`src/rtl/parity_xor_pkg.sv`:
```
// Shared constants and helpers for the parity_xor_frame block.
// The optional check-word compare is enabled by defining PARITY_XOR_CHECK_EN.
package parity_xor_pkg;

  localparam int unsigned DefDataWidth = 32;
  localparam int unsigned DefLenW      = 16;

  function automatic int unsigned clog2(input int unsigned n);
    int unsigned r;
    r = 0;
    while ((64'd1 << r) < 64'(n)) begin
      r++;
    end
    return r;
  endfunction

endpackage

```
`src/rtl/parity_xor_ch_acc.sv`:
```
// One channel's running XOR, frame length and saturation flag.
// Presents the post-word values so the top can capture them on eof.
module parity_xor_ch_acc
  import parity_xor_pkg::*;
#(
  parameter int unsigned DATA_WIDTH = DefDataWidth,
  parameter int unsigned LEN_W      = DefLenW
) (
  input  logic                  clk,
  input  logic                  rst_n,
  input  logic                  wr_en,
  input  logic                  sof,
  input  logic                  eof,
  input  logic [DATA_WIDTH-1:0] data,
  output logic [DATA_WIDTH-1:0] par_nxt,
  output logic [LEN_W-1:0]      len_nxt,
  output logic                  sat_nxt
);

  localparam logic [LEN_W-1:0] LenMax = '1;

  logic [DATA_WIDTH-1:0] acc_q, acc_d;
  logic [LEN_W-1:0]      len_q, len_d;
  logic                  sat_q, sat_d;
  logic                  ovf;

  always_comb begin
    // Overflow only when an increment would be clamped; sof restarts the count.
    ovf     = !sof && (len_q == LenMax);
    par_nxt = (sof ? '0 : acc_q) ^ data;
    if (sof) begin
      len_nxt = LEN_W'(1);
    end else if (ovf) begin
      len_nxt = LenMax;
    end else begin
      len_nxt = len_q + 1'b1;
    end
    sat_nxt = !sof && (sat_q || ovf);
  end

  always_comb begin
    acc_d = acc_q;
    len_d = len_q;
    sat_d = sat_q;
    if (wr_en) begin
      if (eof) begin
        acc_d = '0;
        len_d = '0;
        sat_d = 1'b0;
      end else begin
        acc_d = par_nxt;
        len_d = len_nxt;
        sat_d = sat_nxt;
      end
    end
  end

  always_ff @(posedge clk or negedge rst_n) begin
    if (!rst_n) begin
      acc_q <= '0;
      len_q <= '0;
      sat_q <= 1'b0;
    end else begin
      acc_q <= acc_d;
      len_q <= len_d;
      sat_q <= sat_d;
    end
  end

endmodule

```
`src/rtl/parity_xor_frame.sv`:
```
// Multi-channel frame XOR parity accumulator with valid/ready in and out.
// Define PARITY_XOR_CHECK_EN to add m_err (eof word treated as expected parity).
module parity_xor_frame
  import parity_xor_pkg::*;
#(
  parameter int unsigned DATA_WIDTH = DefDataWidth,
  parameter int unsigned CH_NUM     = 4,
  parameter int unsigned LEN_W      = DefLenW,
  localparam int unsigned CH_W      = (clog2(CH_NUM) < 1) ? 1 : clog2(CH_NUM)
) (
  input  logic                  clk,
  input  logic                  rst_n,
  input  logic                  s_valid,
  output logic                  s_ready,
  input  logic [DATA_WIDTH-1:0] s_data,
  input  logic [CH_W-1:0]       s_ch,
  input  logic                  s_sof,
  input  logic                  s_eof,
  output logic                  m_valid,
  input  logic                  m_ready,
  output logic [DATA_WIDTH-1:0] m_data,
  output logic [CH_W-1:0]       m_ch,
  output logic [LEN_W-1:0]      m_len,
  output logic                  m_len_sat,
`ifdef PARITY_XOR_CHECK_EN
  output logic                  m_err,
`endif
  output logic                  err_ch
);

  logic                  accept;
  logic                  ch_ok;
  logic [DATA_WIDTH-1:0] par_arr [CH_NUM];
  logic [LEN_W-1:0]      len_arr [CH_NUM];
  logic                  sat_arr [CH_NUM];
  logic [DATA_WIDTH-1:0] sel_par;
  logic [LEN_W-1:0]      sel_len;
  logic                  sel_sat;

  logic                  m_valid_q;
  logic [DATA_WIDTH-1:0] m_data_q;
  logic [CH_W-1:0]       m_ch_q;
  logic [LEN_W-1:0]      m_len_q;
  logic                  m_len_sat_q;
  logic                  err_ch_q;

  // A held result stalls every channel, not just the one that produced it.
  assign s_ready = !m_valid_q || m_ready;
  assign accept  = s_valid && s_ready;
  assign ch_ok   = 32'(s_ch) < CH_NUM;

  for (genvar i = 0; i < CH_NUM; i++) begin : g_ch
    parity_xor_ch_acc #(
      .DATA_WIDTH (DATA_WIDTH),
      .LEN_W      (LEN_W)
    ) u_acc (
      .clk     (clk),
      .rst_n   (rst_n),
      .wr_en   (accept && ch_ok && (s_ch == CH_W'(i))),
      .sof     (s_sof),
      .eof     (s_eof),
      .data    (s_data),
      .par_nxt (par_arr[i]),
      .len_nxt (len_arr[i]),
      .sat_nxt (sat_arr[i])
    );
  end

  always_comb begin
    sel_par = '0;
    sel_len = '0;
    sel_sat = 1'b0;
    for (int i = 0; i < CH_NUM; i++) begin
      if (s_ch == CH_W'(i)) begin
        sel_par = par_arr[i];
        sel_len = len_arr[i];
        sel_sat = sat_arr[i];
      end
    end
  end

  always_ff @(posedge clk or negedge rst_n) begin
    if (!rst_n) begin
      m_valid_q   <= 1'b0;
      m_data_q    <= '0;
      m_ch_q      <= '0;
      m_len_q     <= '0;
      m_len_sat_q <= 1'b0;
      err_ch_q    <= 1'b0;
    end else begin
      err_ch_q <= accept && !ch_ok;
      if (accept && ch_ok && s_eof) begin
        m_valid_q   <= 1'b1;
        m_data_q    <= sel_par;
        m_ch_q      <= s_ch;
        m_len_q     <= sel_len;
        m_len_sat_q <= sel_sat;
      end else if (m_ready) begin
        m_valid_q <= 1'b0;
      end
    end
  end

`ifdef PARITY_XOR_CHECK_EN
  logic m_err_q;

  always_ff @(posedge clk or negedge rst_n) begin
    if (!rst_n) begin
      m_err_q <= 1'b0;
    end else if (accept && ch_ok && s_eof) begin
      m_err_q <= (sel_par != '0);
    end
  end

  assign m_err = m_err_q;
`endif

  assign m_valid   = m_valid_q;
  assign m_data    = m_data_q;
  assign m_ch      = m_ch_q;
  assign m_len     = m_len_q;
  assign m_len_sat = m_len_sat_q;
  assign err_ch    = err_ch_q;

endmodule

```
`config.mk`:
```
export PLATFORM = sky130hd
export DESIGN_NAME = parity_xor_frame
export DESIGN_NICKNAME = d
export VERILOG_FILES = /design/src/rtl/parity_xor_pkg.sv /design/src/rtl/parity_xor_ch_acc.sv /design/src/rtl/parity_xor_frame.sv
export SDC_FILE = /design/constraint.sdc
export NUM_CORES = 1
export LEC_CHECK = 0
export BUFFER_PORTS_ARGS = -buffer_cell sky130_fd_sc_hd__buf_4
export CAP_MARGIN = 20
export CELL_PAD_IN_SITES_DETAIL_PLACEMENT = 0
export CELL_PAD_IN_SITES_GLOBAL_PLACEMENT = 1
export CORE_ASPECT_RATIO = 0.5
export CORE_MARGIN = 10
export CORE_UTILIZATION = 40
export DETAILED_ROUTE_END_ITERATION = 12
export PLACE_DENSITY = 0.81
export RECOVER_POWER = 50
export SYNTH_ARGS = -nofsm -noshare
export SYNTH_HDL_FRONTEND = slang
export SYNTH_SLANG_ARGS = --single-unit
```
`constraint.sdc`:
```
create_clock -name clk -period 2.75 [get_ports clk]
set_input_delay 0.275 -clock clk [delete_from_list [all_inputs] [get_ports clk]]
set_output_delay 0.275 -clock clk [all_outputs]
set_load 0.01 [all_outputs]
```
==> impl_results.md <==
- Cell variety after synth: 83
- CP Data Required Time: 3.24 ns
- Worst-skew pair later-pin latency: 0.55 ns
- Antenna Nets Post-Route: 0
- Max rail drop VDD: 0.4142 mV
- # setup viols final: 0
- Overall routed net length: 47.45 mm
- Placed Cells: 2475
- Total gr overflow: 0
- HPWL after detailed placement: 30.69 mm
- Seq cells post-synth: 248
- Max_cap viols: 1
- Multi-input logic area: 8880 µm²
- Nets: 2017
- CP endpoint kind: flip-flop
- Die W: 302.7 µm
- Clock Skew: 0.009624 ns
- RePlAce Congestion: 0.9148
- CP Class: reg -> reg
- Worst path buffer plus inverter count: 1
- First-pass GRT wire length: 75.93 mm
- Pre-Repair DR Iteration Count: 5
- Sequential Area: 6206 µm²
- Vias/cell: 5.751
- Mapped Nets: 2020
- Post-Syn Area per Cell: 8.092 µm²
- FF-to-FF path depth: 8
- Die area: 48860 µm²
- Core area: 39180 µm²
- Critical Path Stages: 8
- Status: finished with violations
- Drc violations: 0
- CTS Buffer Depth: 3
- All-Layer GR Usage: 0.1880
- F_max: 417.1 MHz
- Wirelength per Cell: 18.80 µm
- CTS sink cnt: 248
- Die H: 161.4 µm
- Synth area leaders: dfrtp_1 39%, o21ai_0 9.9%, nand2_1 8.1%
- R2R Path Start: g_ch[0].u_acc.len_q[0]
- I/O Pins: 94
- Most used DFF post-synth: dfrtp_1
- Static Leak: 7.442 nW
- Vias in the first global route: 13.37k
- Layout cells sized above 1: 0.1090
- Largest delay contributor family on the critical path: simple AND/OR/NAND/NOR gates
- CTS H-tree lvls: 1
- Critical path cell sequence: ha_1 > nand3_1 > nor4_4 > and2_0 > buf_4 > o311ai_0 > a221oi_1 > a221o_1
- Starting Density: 0.4081
- Worst slew margin: -0.02295
- Yosys top cell by area: dfrtp_1
- Post-CTS setup buffer count: 0
- Final hold viol count: 0
- Largest net degree at the start of global routing: 135
- Root Driver: clkbuf_16
- Mapped Cells: 1976
- Startpoint Class: flip-flop
- Worst hold path cell count: 3
- Failing checks: capacitance limit, slew limit
- Cell area power density: 679.2 nW/µm²
- Post-layout util: 0.4540
- Post-synth top cells: 344 x nand2_1, 317 x o21ai_0, 248 x dfrtp_1
- Post-synth EDFFs: 0
- Post-cts resize count: 0
- Inserted Clock Buffers: 25
- Iteration-0 DRC Markers: 1316
- Critical Path Slowest Stage Cell: nor4_4
- Min-Delay Path Class: in -> reg
- Post-synth ARST share: 1.000
- Synthesis-to-layout area growth: 11.26%
- Cell Area, Synth: 15990 µm²
- Standard-cell rows: 51
- Crit path largest cell delay: 0.48 ns
- Worst Tran Pin Value: 1.534 ns
- Post-synthesis sequential area ratio: 0.3881
- Peak fanout along the critical path: 15
- Yosys top cell area share: 0.3881
- Setup TNS: 0 ns
- IO Port Bufs: 92
- Synth Warn #: 0
- Hold_sp: s_data[22]
- CTS tree: done
- Top-count cell post-synth: nand2_1
- RSZ-0062 raised after global routing: false
- Fin crit period: 2.397 ns
- Final worst-path cycle share: 0.8718
- Fin cells: 2523
- Initial antenna violation count: 2
- Crit path arrival time: 2.89 ns
- Max-slew violations: 55
- Clk slew on worst S/H paths: 0.06 ns
- Worst setup startpoint: g_ch[0].u_acc.len_q[0]
- Via count: 14.51k
- Fill cell count: 3890
## cell type report
cell class / count / area share
Timing Repair Buffer: 144 / 0.06239
Sequential cell: 248 / 0.3489
Inverter: 34 / 0.007174
Tap cell: 530 / 0.03728
Antenna cell: 2 / 0.0002813
Clock buffer: 38 / 0.04129
Clock inverter: 7 / 0.003587
Multi-Input combinational cell: 1520 / 0.4992
## cell families after synthesis
| group | after synthesis | synth area share |
|---|---|---|
| AOI/OAI and AO/OA | 771 | 0.2968 |
| adders and majority gates | 4 | 0.003130 |
| muxes | 33 | 0.03052 |
| other | 1 | 0.0002345 |
| xor gates and xnor gates | 72 | 0.03944 |
| and+or+nand+nor | 639 | 0.1816 |
| DFF | 248 | 0.3881 |
| buffers and inverters | 208 | 0.06010 |
## stage by stage
stage               cell area [µm²]  power [mW]  hold slack, ns  setup slack, ns
global route                  17790       12.94         0.07518           0.1497
detailed placement            17100       8.776          0.2468           0.3964
global placement              17100       8.674          0.2458           0.4110
CTS                           17910       12.27         0.05172           0.3747
finish                        17790       12.08         0.06078           0.3525
floorplan                     15990       7.670        -0.02059           0.5871
## state kept, by name, indices dropped and copies added, names as in the netlist
name	cells
m_len	16
m_data	32
g_ch.u_acc.sat_q	4
m_ch	2
m_valid	1
m_len_sat	1
g_ch.u_acc.acc_q	128
g_ch.u_acc.len_q	64
## worst paths after layout
path / end / slack (ns)
worst min-delay path: m_data[22] / 0.06
worst max register to register: m_len[7] / 0.35
worst max-delay path: m_len[7] / 0.35
min in group asynchronous: g_ch[3].u_acc.acc_q[13] / 0.64
worst min register to register: g_ch[3].u_acc.acc_q[18] / 0.47
max in group asynchronous: g_ch[1].u_acc.acc_q[26] / 0.58
## power breakdown
group          switching (mW)  total [mW]  internal, mW  leakage (nW)
Combinational            1.62        3.04          1.42          4.01
Sequential               1.03        5.56          4.54          3.04
Clock                    1.54        3.47          1.93         0.398
Total                    4.19        12.1          7.89          7.44
## routing by layer
metal | part of all wire | track usage | vias up
met5 | 0 | 0 | -
met4 | 0.023 | 0.04750 | 0
met3 | 0.049 | 0.02882 | 68
met2 | 0.46 | 0.3012 | 345
met1 | 0.47 | 0.2616 | 6955
li1 | - | - | 7143
## cells in the final DEF (no fill, tap or decap), types with 31 or more instances in the layout
cell type,instances
nand2_1,343
o21ai_0,317
dfrtp_1,248
a21oi_1,124
nor2_1,110
a22oi_1,109
buf_4,103
xnor2_1,48
o31ai_1,35
nand3_1,34
clkbuf_1,33
inv_1,32
o22ai_1,31
## what timing repair did
action / in CTS / in global routing
endpoints found under the hold margin: 52 / 0
setup endpoints to repair: 0 / 0
hold buffers: 1 / 0
## tightest hold or removal path, cell delays in order
cell     delay (ns)
buf_4          0.12
xor2_1         0.06
o21ai_0        0.12
No activity file was read; power rests on OpenSTA's default activity.
